$ cat src/rtl/i2c_reg_bank_pkg.sv
// i2c_reg_bank_pkg: shared FSM states, protocol constants and sizing helper for the I2C register bank
package i2c_reg_bank_pkg;
  typedef enum logic [3:0] {
    IDLE, DEV_ADDR, DEV_ACK, REG_ADDR, REG_ACK, WR_DATA, WR_ACK, RD_DATA, RD_ACK
  } state_t;
  localparam int RW_BIT = 0;
  localparam logic ACK = 1'b0;
  localparam logic NACK = 1'b1;
  localparam int SYNC_DEPTH = 2;
  function automatic int total_regs(input int num_rw, input int num_ro);
    return num_rw + num_ro;
  endfunction
endpackage

$ cat src/rtl/i2c_line_sync.sv
// i2c_line_sync: synchronises SCL/SDA and flags SCL edges plus START/STOP conditions
module i2c_line_sync
  import i2c_reg_bank_pkg::*;
(
  input  logic clk,
  input  logic rst,
  input  logic scl_i,
  input  logic sda_i,
  output logic scl_rise,
  output logic scl_fall,
  output logic sda_s,
  output logic start,
  output logic stop
);
  logic [SYNC_DEPTH-1:0] scl_q, sda_q;
  logic scl_s, scl_d, sda_d;
  // Flops reset to the idle-bus level so no edge is invented on release
  always_ff @(posedge clk or posedge rst)
    if (rst) begin
      scl_q <= '1;
      sda_q <= '1;
      scl_d <= 1'b1;
      sda_d <= 1'b1;
    end else begin
      scl_q <= {scl_q[SYNC_DEPTH-2:0], scl_i};
      sda_q <= {sda_q[SYNC_DEPTH-2:0], sda_i};
      scl_d <= scl_s;
      sda_d <= sda_s;
    end
  assign scl_s = scl_q[SYNC_DEPTH-1];
  assign sda_s = sda_q[SYNC_DEPTH-1];
  assign scl_rise = scl_s & ~scl_d;
  assign scl_fall = ~scl_s & scl_d;
  assign start = scl_s & scl_d & sda_d & ~sda_s;
  assign stop = scl_s & scl_d & ~sda_d & sda_s;
endmodule

$ cat src/rtl/i2c_reg_bank_target.sv
// i2c_reg_bank_target: I2C target exposing host-writable control bytes and read-only status bytes
module i2c_reg_bank_target
  import i2c_reg_bank_pkg::*;
#(
  parameter logic [6:0] I2C_ADDR = 7'h70,
  parameter int NUM_RW = 8,
  parameter int NUM_RO = 4,
  parameter logic [NUM_RW*8-1:0] RW_RESET = '0
) (
  input  logic                clk,
  input  logic                rst,
  input  logic                scl_i,
  input  logic                sda_i,
  output logic                sda_oe,
  input  logic [NUM_RO*8-1:0] status_i,
  output logic [NUM_RW*8-1:0] regs_o,
  output logic                wr_strobe_o,
  output logic [7:0]          wr_addr_o,
  output logic                busy_o
);
  localparam logic [8:0] TOTAL = 9'(total_regs(NUM_RW, NUM_RO));
  localparam logic [8:0] RW_N = 9'(NUM_RW);
  state_t state, state_n;
  logic scl_rise, scl_fall, sda_s, start, stop;
  logic [3:0] cnt, cnt_n;
  logic [7:0] shift, shift_n, ptr, ptr_n, ptr_inc, rd_byte;
  logic [6:0] shadow, shadow_n;
  logic oe_n, busy_n, commit, bit_in, byte_end, match, reg_ok;
  logic [7:0] bank [256];

  i2c_line_sync u_sync (
    .clk(clk), .rst(rst), .scl_i(scl_i), .sda_i(sda_i),
    .scl_rise(scl_rise), .scl_fall(scl_fall), .sda_s(sda_s), .start(start), .stop(stop)
  );

  // Full 256-entry view so the 8-bit pointer indexes it without range logic
  for (genvar i = 0; i < 256; i++) begin : g_bank
    if (i < NUM_RW) begin : g_rw
      assign bank[i] = regs_o[i*8 +: 8];
    end else if (i < NUM_RW + NUM_RO) begin : g_ro
      assign bank[i] = status_i[(i-NUM_RW)*8 +: 8];
    end else begin : g_nil
      assign bank[i] = 8'h00;
    end
  end

  assign rd_byte = bank[ptr];
  assign ptr_inc = ({1'b0, ptr} == TOTAL - 9'd1) ? 8'd0 : ptr + 8'd1;
  assign bit_in = scl_rise && !cnt[3];
  assign byte_end = scl_fall && cnt[3];
  assign match = shift[7:1] == I2C_ADDR;
  assign reg_ok = {1'b0, shift} < TOTAL;

  always_comb begin
    state_n = state;
    cnt_n = cnt;
    shift_n = shift;
    ptr_n = ptr;
    shadow_n = shadow;
    oe_n = sda_oe;
    busy_n = busy_o;
    commit = 1'b0;
    if (stop) begin
      state_n = IDLE;
      oe_n = 1'b0;
      busy_n = 1'b0;
    end else if (start) begin
      state_n = DEV_ADDR;
      cnt_n = '0;
      oe_n = 1'b0;
    end else begin
      if (bit_in && state inside {DEV_ADDR, REG_ADDR, WR_DATA, RD_DATA}) begin
        shift_n = {shift[6:0], sda_s};
        cnt_n = cnt + 4'd1;
      end
      case (state)
        DEV_ADDR: if (byte_end) begin
          state_n = match ? DEV_ACK : IDLE;
          oe_n = match;
          busy_n = match;
        end
        DEV_ACK: if (scl_fall) begin
          state_n = shift[RW_BIT] ? RD_DATA : REG_ADDR;
          cnt_n = '0;
          shadow_n = rd_byte[6:0];
          oe_n = shift[RW_BIT] && !rd_byte[7];
        end
        REG_ADDR: if (byte_end) begin
          state_n = reg_ok ? REG_ACK : IDLE;
          oe_n = reg_ok;
          ptr_n = reg_ok ? shift : ptr;
        end
        REG_ACK: if (scl_fall) begin
          state_n = WR_DATA;
          cnt_n = '0;
          oe_n = 1'b0;
        end
        WR_DATA: if (byte_end) begin
          state_n = WR_ACK;
          oe_n = 1'b1;
        end
        WR_ACK: begin
          if (scl_rise) begin
            commit = {1'b0, ptr} < RW_N;
            ptr_n = ptr_inc;
          end
          if (scl_fall) begin
            state_n = WR_DATA;
            cnt_n = '0;
            oe_n = 1'b0;
          end
        end
        RD_DATA: if (scl_fall) begin
          if (cnt[3]) begin
            state_n = RD_ACK;
            cnt_n = '0;
          end
          shadow_n = {shadow[5:0], 1'b0};
          oe_n = !cnt[3] && !shadow[6];
        end
        RD_ACK: begin
          if (scl_rise) begin
            state_n = sda_s == NACK ? IDLE : RD_ACK;
            ptr_n = sda_s == ACK ? ptr_inc : ptr;
          end
          if (scl_fall) begin
            state_n = RD_DATA;
            cnt_n = '0;
            shadow_n = rd_byte[6:0];
            oe_n = !rd_byte[7];
          end
        end
        default: ;
      endcase
    end
  end

  always_ff @(posedge clk or posedge rst)
    if (rst) begin
      state <= IDLE;
      cnt <= '0;
      shift <= '0;
      ptr <= '0;
      shadow <= '0;
      sda_oe <= 1'b0;
      busy_o <= 1'b0;
      wr_strobe_o <= 1'b0;
      wr_addr_o <= '0;
      regs_o <= RW_RESET;
    end else begin
      state <= state_n;
      cnt <= cnt_n;
      shift <= shift_n;
      ptr <= ptr_n;
      shadow <= shadow_n;
      sda_oe <= oe_n;
      busy_o <= busy_n;
      wr_strobe_o <= commit;
      if (commit) begin
        wr_addr_o <= ptr;
        for (int k = 0; k < NUM_RW; k++)
          if (ptr == 8'(k)) regs_o[k*8 +: 8] <= shift;
      end
    end
endmodule

$ cat config.mk
export PLATFORM = sky130hd
export DESIGN_NAME = i2c_reg_bank_target
export DESIGN_NICKNAME = d
export VERILOG_FILES = /design/src/rtl/i2c_reg_bank_pkg.sv /design/src/rtl/i2c_line_sync.sv /design/src/rtl/i2c_reg_bank_target.sv
export SDC_FILE = /design/constraint.sdc
export NUM_CORES = 1
export LEC_CHECK = 0
export BUFFER_PORTS_ARGS = -buffer_cell sky130_fd_sc_hd__buf_2
export CAP_MARGIN = 20
export CORE_MARGIN = 8
export CORE_UTILIZATION = 56
export DETAILED_ROUTE_END_ITERATION = 6
export MAX_ROUTING_LAYER = met4
export PLACE_DENSITY = 0.81
export SLEW_MARGIN = 20
export SYNTH_ARGS = -nofsm -noshare
export SYNTH_HDL_FRONTEND = slang
export SYNTH_SLANG_ARGS = --single-unit
export TNS_END_PERCENT = 20
$ cat constraint.sdc
create_clock -name clk -period 4 [get_ports clk]
set_clock_uncertainty 0.15 [all_clocks]
set_input_delay 0.4 -clock clk [delete_from_list [all_inputs] [get_ports clk]]
set_output_delay 0.4 -clock clk [all_outputs]
set_load 0.01 [all_outputs]
# Word-level counts from Yosys, hierarchy flattened
# Index checks and enable logic that the tools add are counted.
[op_classes]
n_addsub = 2
order_cmp = 3
eq_ne = 34
muxes = 52
bitwise_logic = 14
n_reduce_logical = 32
[op_table]
columns = ["op", "n"]
rows = [
  ["$mux W4", 17],
  ["$bmux W8 S8", 1],
  ["$mux W8", 8],
  ["$eq A8 B3 Y1 const B", 4],
  ["$ne A4 B4 Y1 const B", 7],
  ["$pmux W4 S7", 1],
  ["$pmux W8 S3", 1],
  ["$eq A4 B3 Y1 const B", 4],
  ["$eq A8 B2 Y1 const B", 2],
  ["$lt A8 B4 Y1 const B", 2],
  ["$mux W1", 16],
  ["$reduce_and A2 Y1", 8],
  ["$reduce_and A8 Y1", 2],
  ["$mux W7", 2],
  ["$pmux W7 S2", 1],
  ["$ne A2 B2 Y1 const B", 6],
  ["$ge A9 B9 Y1 const B", 1],
  ["$not A8 Y9", 1],
  ["$reduce_and A9 Y1", 1],
  ["$reduce_bool A9 Y1", 1],
  ["$add A8 B1 Y8 const B", 1],
  ["$eq A4 B2 Y1 const B", 2],
  ["$eq A8 B1 Y1 const B", 1],
  ["$eq A8 B4 Y1 const B", 1],
  ["23 further kinds", 46],
]
[totals]
reg_bits = 112
inputBits = 36
output_inout_bits = 75
word_cells = 158

# Depth between registers and ports, before layout
# Gate-level depths: netlist of run 1.
[logic_depth]
ltp_word = 10
mapped_depth = 8
mapped_depth_nobuf = 7

# Hierarchy
# From an unflattened synthesis of run 1, not the netlist that was laid out.
[hier_totals]
cells_unflattened = 478
area_unflattened_um2 = 6090.8
[by_module_without_submodules]
columns = ["mod", "n_inst", "cells_per_inst", "area_per_inst_um2", "seq_area_each_um2"]
rows = [
  ["i2c_reg_bank_target", 1, 467, 5896.9, 2652.5],
  ["i2c_line_sync", 1, 11, 193.9, 157.7],
]

# Worst setup path after synthesis of run 1
# No wires, ideal clock.
[synth_timing]
path_type = "register to register"
from = "reg ptr[4]"
to = "reg regs_o[7]"
setup_time_ns = 0.128
t_arrival_ns = 2.213
required_time_ns = 3.722
path_slack_ns = 1.510
path_stages_with_launch = 7
path_buffers = 1
period_less_slack_ns = 2.490
path_cell_list = "dfrtp_1 > or4_1 > buf_2 > a2111o_4 > nor3_4 > nand2_4 > mux2_1"
[synth_between]
elab_chain_cells = 6
elab_cells_between_ends = 7
classes_between = "order compare: 1; mux: 4; reduce/logical: 2"
[synth_rtl]
columns = ["element", "line", "rtl"]
rows = [
  ["from (decl)", "i2c_reg_bank_target.sv:26", "logic [7:0] shift, shift_n, ptr, ptr_n, ptr_inc, rd_byte;"],
  ["from (signal assigned)", "i2c_reg_bank_target.sv:154", "ptr <= ptr_n;"],
  ["$lt A8 B4 Y1", "i2c_reg_bank_target.sv:104", "commit = {1'b0, ptr} < RW_N;"],
  ["$mux W1", "i2c_reg_bank_target.sv:103", "if (scl_rise) begin"],
  ["$mux W1", "i2c_reg_bank_target.sv:76", "case (state)"],
  ["$mux W1", "i2c_reg_bank_target.sv:67", "end else if (start) begin"],
  ["$mux W1", "i2c_reg_bank_target.sv:63", "if (stop) begin"],
  ["$reduce_and A2 Y1 (no line) (*)", "n/a", ""],
  ["to (signal, indexed assignment)", "i2c_reg_bank_target.sv:162", "if (ptr == 8'(k)) regs_o[k*8 +: 8] <= shift;"],
  ["to (decl)", "i2c_reg_bank_target.sv:16", "output logic [NUM_RW*8-1:0] regs_o,"],
]
# Every way passes the cells marked *; elsewhere a longest branch is shown, timed or not.
# A chain may end at the register's enable or synchronous reset.

# Final worst setup path of run 1
[layout_timing]
from = "reg ptr[4]"
to = "reg regs_o[13]"
# Same word-level chain as after synthesis.

==> impl_metrics.tcl, run 1 <==
set metrics [dict create \
    coreArea_mm2 0.0101 \
    r2r_setup_slack_ns 1.33 \
    final_cell_mix "buf_2, dfrtp_1, mux2_2, nand2_1, mux4_2" \
    yosys.area.top_type_share 0.461 \
    syn_avg_cell_area_um2 12.2 \
    wl_met3_um 987 \
    drive_gt1_frac 0.433 \
    synth_fp_nets 517 \
    grt_usage 0.223 \
    ys_warn_count 0 \
    cp.required_ns 4.14 \
    fin_crit_sh 0.667 \
    crit_family "simple AND/OR/NAND/NOR gates" \
    antenna_cells 0 \
    cpPeakStageDelay_ns 0.66 \
    min_period_ns 2.67 \
    total_power_mw 2.00 \
    max_freq_mhz 375 \
    routed_via_density 6.14 \
    peakVddDrop_mv 0.201 \
    reg2regPathDepth 5 \
    crit_type "reg2reg" \
    yosys-top-cells-area "dfrtp_1, mux2_2, mux4_2" \
    end_kind "flip-flop" \
    timing.rr.end "regs_o[13]" \
    cts_tree "built" \
    die_y_um 117 \
    initial_core_util 0.568 \
    layout.nets 616 \
    setup_ws_ns 1.33 \
    htreeDepth 3 \
    cts_resized 0 \
    crit_fanout 8 \
    r2r_start "ptr[4]" \
    rows 37 \
    mappedNetlistArea_mm2 0.00576 \
    dieWidth_um 117 \
    clock-sinks 112 \
    path_buf_inv 0 \
    syn_inst 473 \
    first_iter_violations 317 \
    slowest_stage "or4_1" \
    met2_length_um 7420 \
    antenna_found_initial 0 \
    yosys.cell_types.count 62 \
    dp.final_hpwl_um 10700 \
    drt-pass1-iter-count 5 \
    yosysTopAreaCell "dfrtp_1" \
    stdcell_area_mm2 0.00664 \
    wl_per_cell_um 21.0 \
    pin_count 111 \
    ys_seq_area_frac 0.488 \
    tightest_slew_ns 0.915 \
    design.die.area_mm2 0.0138 \
    violations "hold timing" \
    cts_setup_buffers 0 \
    min_path_type "in2async" \
    drt-met1-wl_um 6360 \
    ys_seq_elements 112 \
    layout.area.seq_mm2 0.00281 \
    multiInputGateArea_mm2 0.00279 \
    power_leakage_nw 3.39 \
    crit_start "ptr[4]" \
    cts_made_buffers 9 \
    fillers 739 \
    cap_violations 0 \
    clkLatencyLatePin_ns 0.39 \
    clk_pin_slew_ns 0.12 \
    rsz0062_at_grt "false" \
    hold_slack_ns -0.0407 \
    grt_pass1_wl_um 24300 \
    async_reset_ff_frac 1.00 \
    preCtsSetupSlack_ns 1.35 \
    postRouteAntennaNets 0 \
    final_max_slew_viol_count 0 \
    setup_viol 0 \
    grt_pass1_vias 4530 \
    dpl_cell_area_mm2 0.00641 \
    grt_max_degree 83 \
    relSlewSlack 0.390 \
    synth_edf_count 0 \
    cts_buffer_depth 2 \
    synthFlopType "dfrtp_1" \
    finalHoldViolations 36 \
    grt_overflow 0 \
    top_layer_used "met4" \
    cp_cell_sequence "or4_1 > a2111o_4 > nor3_4 > nand2_4 > mux2_2" \
    port_buffers 110 \
    status "finished, violations left" \
    routed_wl_um 15000 \
    critPathLaunchType "flip-flop" \
    syn_to_final_growth_pct 15.3 \
    setup_tns_ns 0 \
    p_per_area_mw_per_mm2 302 \
    final_common_cell "buf_2" \
    via_count 4377 \
    cp.arrival_ns 2.80 \
    place_congestion 0.876 \
    root_buffer "clkbuf_8" \
    drcViolationCount 0 \
]
what timing repair did:
action,CTS,global route
setup endpoints to repair,0,0
endpoints found under the hold margin,2,0
hold buffers,2,0
layer usage:
metal	global-route usage	vias up
met2	0.353	167
met1	0.283	2265
met5	-	-
met4	0.0697	0
met3	0.0460	16
li1	-	1929
how the worst max path moves through the flow:
stage                 endpoint  cells past startpoint
global route         regs_o[7]                      5
global placement     regs_o[7]                      5
finish              regs_o[13]                      5
floorplan               busy_o                      1
detailed placement   regs_o[7]                      5
CTS                  regs_o[7]                      5
cell type report:
type                    instances  share of cell area
flip-flops and latches        112               0.424
multi-input cells             319               0.420
repair buffers                116              0.0905
well taps                     136              0.0256
clock buffers                   9              0.0187
clock inverters                 7              0.0126
inverters                      14             0.00867
worst register-to-register path, stage by stage (launching register included):
cell      delay (ns)
dfrtp_1         0.44
or4_1           0.66
a2111o_4        0.44
nor3_4          0.38
nand2_4         0.19
mux2_2          0.32
per-stage QoR:
stage	utilization	std cells
floorplan	-	473
global route	0.655	713
global placement	0.632	695
detailed placement	0.632	695
finish	0.655	713
CTS	0.654	713
power breakdown:
| part | total [mW] | switching (mW) | internal, mW |
|---|---|---|---|
| Clock | 0.728 | 0.426 | 0.302 |
| Combinational | 0.0894 | 0.0497 | 0.0397 |
| Sequential | 1.18 | 0.0356 | 1.15 |
| Total | 2.00 | 0.511 | 1.49 |
logic make-up (layout without fill, tap and decap cells):
family,count (synthesis),in the layout,share of synthesized area
AO/OA/AOI/OAI,74,74,0.0889
XOR/XNOR,1,1,0.00152
adder cells (fa/ha/maj),8,8,0.0174
buffers and inverters,42,146,0.0276
flip-flops,112,112,0.488
multiplexers,107,107,0.251
AND/OR/NAND/NOR,129,129,0.126
flip-flops by register name, indices dropped and copies added, names as in the netlist, 2 cells and up:
| signal | cells |
|---|---|
| regs_o | 64 |
| ptr | 8 |
| shift | 8 |
| wr_addr_o | 8 |
| shadow | 7 |
| cnt | 4 |
| state | 4 |
| u_sync.scl_q | 2 |
| u_sync.sda_q | 2 |
synthesized netlist by cell type (3+ instances only):
library cell    n
and3_1          6
mux2i_1         7
ha_1            8
o2bb2ai_1       3
nor2_1         15
mux4_2         22
clkbuf_1       23
a22o_1          3
or4_1           3
dfrtp_1       106
nor2b_1        15
buf_1           4
mux2_1          4
dfstp_2         6
inv_1          14
nand2b_1        4
nand3_1         6
o21ai_0        14
a31oi_1        10
nand2_1        45
nand2_2         4
a21o_1          5
a22oi_1         7
nand3b_1        3
o22ai_1         3
nor3_1          3
mux2_2         74
nand2_4         4
a21oi_1        11
(Power assumes the default switching activity.)
==> inputs of run 2 (changes only) <==
--- a/config.mk
+++ b/config.mk
@@ -8,10 +8,10 @@
 export BUFFER_PORTS_ARGS = -buffer_cell sky130_fd_sc_hd__buf_2
 export CAP_MARGIN = 20
 export CORE_MARGIN = 8
-export CORE_UTILIZATION = 56
+export CORE_UTILIZATION = 50
 export DETAILED_ROUTE_END_ITERATION = 6
 export MAX_ROUTING_LAYER = met4
-export PLACE_DENSITY = 0.81
+export PLACE_DENSITY = 0.76
 export SLEW_MARGIN = 20
 export SYNTH_ARGS = -nofsm -noshare
 export SYNTH_HDL_FRONTEND = slang
==> constraint.sdc (replaced) <==
create_clock -name clk -period 2.25 [get_ports clk]
set_clock_uncertainty 0.15 [all_clocks]
set_input_delay 0.225 -clock clk [delete_from_list [all_inputs] [get_ports clk]]
set_output_delay 0.225 -clock clk [all_outputs]
set_load 0.01 [all_outputs]
==> impl_metrics.tcl, run 2 (same netlist as run 1, synthesis figures left out) <==
set metrics [dict create \
    drcViolationCount 0 \
    grt_overflow 0 \
    total_power_mw 3.86 \
    drive_gt1_frac 0.486 \
    first_iter_violations 355 \
    drt-pass1-iter-count 5 \
    final_util 0.643 \
    htreeDepth 3 \
    setup_viol 67 \
    root_buffer "clkbuf_16" \
    min_path_type "reg2reg" \
    peakVddDrop_mv 0.478 \
    hold_slack_ns 0.207 \
    final_max_slew_viol_count 0 \
    largest_reg_flops 64 \
    grt_max_degree 45 \
    multiInputGateArea_mm2 0.00289 \
    cts_tree "built" \
    dp.cells 745 \
    via_count 4524 \
    design.die.area_mm2 0.0152 \
    cts_buffer_depth 2 \
    tightest_slew_ns 0.645 \
    grt_pass1_wl_um 24900 \
    routed_wl_um 15700 \
    wl_per_cell_um 20.4 \
    syn_to_final_growth_pct 26.3 \
    port_buffers 110 \
    finalHoldViolations 0 \
    rsz0062_at_grt "true" \
    setup_ws_ns -0.198 \
    relSlewSlack 0.569 \
    min_period_ns 2.45 \
    p_per_area_mw_per_mm2 531 \
    cp.arrival_ns 2.52 \
    clock-sinks 112 \
    final_cell_mix "buf_2, dfrtp_1, mux2_2, buf_4, nand2_1" \
    violations "setup timing" \
    dpl_cell_area_mm2 0.00680 \
    rows 39 \
    dieWidth_um 123 \
    initial_core_util 0.509 \
    max_freq_mhz 408 \
    setup_tns_ns -9.12 \
    die_y_um 123 \
    clk_pin_slew_ns 0.08 \
    cap_violations 0 \
    antenna_cells 0 \
    coreArea_mm2 0.0113 \
    finalNonFillerCells 770 \
    critPathLaunchType "flip-flop" \
    preCtsSetupSlack_ns -0.195 \
    grt_pass1_vias 4730 \
    pin_count 111 \
    fin_crit_sh 1.09 \
    status "finished, violations left" \
    cp.required_ns 2.33 \
    power_leakage_nw 3.71 \
    postRouteAntennaNets 0 \
    crit_fanout 8 \
    dp.final_hpwl_um 11700 \
    cts_made_buffers 9 \
    layout.nets 666 \
    grt_usage 0.219 \
    final_common_cell "buf_2" \
    crit_type "reg2reg" \
    routed_via_density 5.88 \
    layout.area.seq_mm2 0.00281 \
    clkLatencyLatePin_ns 0.36 \
    end_kind "flip-flop" \
    hold_path_depth 0 \
    stdcell_area_mm2 0.00727 \
    fillers 852 \
    antenna_found_initial 0 \
    largest-register "regs_o" \
    place_congestion 0.875 \
    reg2regPathDepth 6 \
]
-- run 2: changes by cell type in the layout (fill, tap and decap cells not counted), sizes merged --
cell,change
inv,-3
clkinv,+1
dlygate4sd3,+1
bufinv,-1
buf,+49
clkinvlp,+3
-- run 2: path summary, 6_finish.rpt --
check	from	endpoint	slack (ns)
setup / recovery	ptr[4]	regs_o[63]	-0.20
hold / removal	u_sync.sda_q[0]	u_sync.sda_q[1]	0.21
setup reg to reg	ptr[4]	regs_o[63]	-0.20
hold reg to reg	u_sync.sda_q[0]	u_sync.sda_q[1]	0.21
max in group asynchronous	rst	u_sync.sda_d	0.95
min in group asynchronous	rst	regs_o[56]	0.34
-- run 2: report_power, final --
part | internal, mW | leakage (nW) | switching [mW]
Clock | 0.776 | 0.134 | 0.796
Combinational | 0.0925 | 2.07 | 0.111
Sequential | 2.04 | 1.50 | 0.0434
-- run 2: what timing repair did --
action | in CTS | in global routing
pin swaps | 2 | 2
endpoints found under the hold margin | 24 | 0
setup buffers | 5 | 1
hold buffers | 3 | 0
gates resized for setup | 11 | 9
endpoints found under the setup margin | 67 | 81
-- run 2: critical path, stage by stage (launching register included) --
cell,delay [ns]
dfrtp_1,0.39
or4_4,0.54
a2111o_4,0.40
nor3_4,0.22
buf_4,0.17
nand2_4,0.09
mux2_1,0.35
-- run 2: final cells by class --
class | instances | share of cell area
flip-flops and latches | 112 | 0.386
well taps | 143 | 0.0246
inverters | 14 | 0.00774
repair buffers | 166 | 0.144
multi-input cells | 319 | 0.397
clock inverters | 7 | 0.00912
clock buffers | 9 | 0.0310
-- run 2: per-layer routing --
layer | GRT usage | routed length, µm | part of all wire
met4 | 0.0406 | 136 | 0.0087
met5 | - | 0 | 0
met2 | 0.344 | 7680 | 0.49
met3 | 0.0502 | 828 | 0.053
met1 | 0.288 | 7040 | 0.45
==> inputs of run 3 (changes only) <==
--- a/config.mk
+++ b/config.mk
@@ -5,13 +5,13 @@
 export SDC_FILE = /design/constraint.sdc
 export NUM_CORES = 1
 export LEC_CHECK = 0
+export ABC_AREA = 1
 export BUFFER_PORTS_ARGS = -buffer_cell sky130_fd_sc_hd__buf_2
 export CAP_MARGIN = 20
 export CORE_MARGIN = 8
-export CORE_UTILIZATION = 50
+export CORE_UTILIZATION = 51
 export DETAILED_ROUTE_END_ITERATION = 6
-export MAX_ROUTING_LAYER = met4
-export PLACE_DENSITY = 0.76
+export PLACE_DENSITY = 0.77
 export SLEW_MARGIN = 20
 export SYNTH_ARGS = -nofsm -noshare
 export SYNTH_HDL_FRONTEND = slang
==> impl_metrics.tcl, run 3 <==
set metrics [dict create \
    status "completed" \
    cts_made_buffers 9 \
    synthFlopType "dfrtp_1" \
    synth_fp_nets 963 \
    timing.rr.end "regs_o[24]" \
    synth_edf_count 0 \
    final_cell_mix "nand2_1, inv_1, o21ai_0, buf_2, dfrtp_1" \
    rows 40 \
    postRouteAntennaNets 0 \
    max_freq_mhz 468 \
    syn_inst 919 \
    final_common_cell "nand2_1" \
    power_leakage_nw 4.77 \
    yosysTopAreaCell "dfrtp_1" \
    coreArea_mm2 0.0121 \
    final_max_slew_viol_count 0 \
    tightest_slew_ns 0.507 \
    cp_cell_sequence "ha_1 > nand3_1 > nand2_2 > nor2_2 > buf_4 > nand3_1 > buf_4 > nand2_1 > o21ai_0 > inv_1" \
    grt_pass1_vias 5718 \
    cts_tree "built" \
    clk_pin_slew_ns 0.08 \
    drive_gt1_frac 0.173 \
    routed_wl_um 17500 \
    min_period_ns 2.14 \
    layout.nets 1082 \
    r2r_start "u_sync.scl_q[1]" \
    largest-register "regs_o" \
    root_buffer "clkbuf_16" \
    min_path_type "reg2reg" \
    crit_fanout 16 \
    async_reset_ff_frac 1.00 \
    p_per_area_mw_per_mm2 525 \
    fillers 1120 \
    r2r_setup_slack_ns 0.11 \
    yosys-top-cells-area "dfrtp_1, nand2_1, inv_1" \
    setup_ws_ns 0.113 \
    cp.required_ns 2.34 \
    grt_max_degree 82 \
    cpPeakStageDelay_ns 0.56 \
    slowest_stage "dfstp_2" \
    relSlewSlack 0.662 \
    clkLatencyLatePin_ns 0.35 \
    setup_tns_ns 0 \
    p_int_mw 2.94 \
    end_kind "flip-flop" \
    critPathLaunchType "flip-flop" \
    routed_via_density 4.98 \
    wl_per_cell_um 14.4 \
    reg2regPathDepth 10 \
    p_sw_frac 0.257 \
    dieWidth_um 128 \
    grt_overflow 0 \
    drt-pass1-iter-count 5 \
    hp-start "u_sync.sda_q[0]" \
    design.die.area_mm2 0.0163 \
    port_buffers 110 \
    via_count 6028 \
    grt_pass1_wl_um 28600 \
    largest_reg_flops 64 \
    synthTopCellsByCount "nand2_1, inv_1, o21ai_0" \
    ys_warn_count 0 \
    yosysMostFrequentCell "nand2_1" \
    fin_crit_sh 0.950 \
    syn_to_final_growth_pct 18.7 \
    initial_core_util 0.526 \
    rsz0062_at_grt "true" \
    p_clk_frac 0.389 \
    p_seq_frac 0.546 \
    preCtsSetupSlack_ns 0.107 \
    finalHoldViolations 0 \
    drcViolationCount 0 \
    timing.critical_path.to "regs_o[24]" \
    syn_avg_cell_area_um2 6.90 \
    yosys.cell_types.count 32 \
    die_y_um 128 \
    cts_buffer_depth 2 \
    dp.final_hpwl_um 12900 \
    pwr-share-comb 0.065 \
    peakVddDrop_mv 0.401 \
    crit_type "reg2reg" \
    ys_seq_area_frac 0.443 \
    antenna_cells 0 \
    antenna_found_initial 0 \
    crit_start "u_sync.scl_q[1]" \
    cp.arrival_ns 2.23 \
    ys_seq_elements 112 \
    pin_count 111 \
    setup_viol 0 \
    grt_usage 0.219 \
    dpl_cell_area_mm2 0.00718 \
    cap_violations 0 \
    clock-sinks 112 \
    hold_slack_ns 0.211 \
    power_switching_mw 1.02 \
    stdcell_area_mm2 0.00753 \
    mappedNetlistArea_mm2 0.00634 \
    place_congestion 0.909 \
    yosys.area.top_type_share 0.418 \
    first_iter_violations 611 \
    htreeDepth 3 \
]
-- run 3: worst min-delay path by stage --
stage	end	slack (ns)	depth (start not counted)
2_1_floorplan	u_sync.scl_q[0]	0.08	0
3_3_place_gp	u_sync.scl_q[0]	0.18	1
3_5_place_dp	u_sync.scl_q[0]	0.19	1
4_1_cts	u_sync.sda_q[1]	0.21	0
5_1_grt	u_sync.sda_q[1]	0.21	0
6_report	u_sync.sda_q[1]	0.21	0
-- run 3: through the flow --
stage	std cells	total power, mW	utilization
after CTS	1207	3.98	0.621
after detailed placement	1189	2.45	0.595
after global placement	1189	2.44	0.595
after global routing	1210	4.11	0.624
final	1210	3.95	0.624
after floorplan	919	2.32	-
-- run 3: logic make-up after synthesis --
kind of cell    share of synthesized area
buf+inv                             0.138
xor+xnor                          0.00690
fa+ha+maj                          0.0158
flops                               0.443
mux                               0.00158
compound gates                      0.125
simple gates                        0.269
-- run 3: area by class of cell --
| type | instances | area [µm²] | area share |
|---|---|---|---|
| multi-input combinational | 580 | 2680 | 0.355 |
| inverter | 189 | 713 | 0.0947 |
| clock inverter | 5 | 41.3 | 0.00548 |
| tap | 168 | 210 | 0.0279 |
| clock buffer | 10 | 239 | 0.0317 |
| sequential | 112 | 2810 | 0.373 |
| timing repair buffer | 146 | 841 | 0.112 |
-- run 3: power by group through the flow --
stage / combinational (mW) / clock (mW) / sequential, mW
floorplan: 0.202 / 0 / 2.12
global placement: 0.246 / 0 / 2.20
detailed placement: 0.248 / 0 / 2.20
CTS: 0.253 / 1.57 / 2.16
global route: 0.297 / 1.65 / 2.16
finish: 0.255 / 1.54 / 2.16
-- run 3: what timing repair did --
item                                    4_1_cts  5_1_grt
resized for setup                             0        6
hold buffers                                  3        0
buffers inserted                              0        3
hold endpoints to repair                    108        0
endpoints found under the setup margin        0       61
-- run 3: layer usage --
layer | vias up | GRT usage | routed length, µm
li1 | 3040 | - | -
met2 | 232 | 0.349 | 7970
met4 | 0 | 0.0833 | 363
met3 | 23 | 0.0383 | 1390
met5 | - | 0 | 0
met1 | 2733 | 0.292 | 7750
-- run 3: critical path: cells and delay by family, from the launching register on --
family	cells	cell delay [ns]
buf+inv	3	0.45
compound gates	1	0.09
fa+ha+maj	1	0.21
flops	1	0.56
simple gates	5	0.55
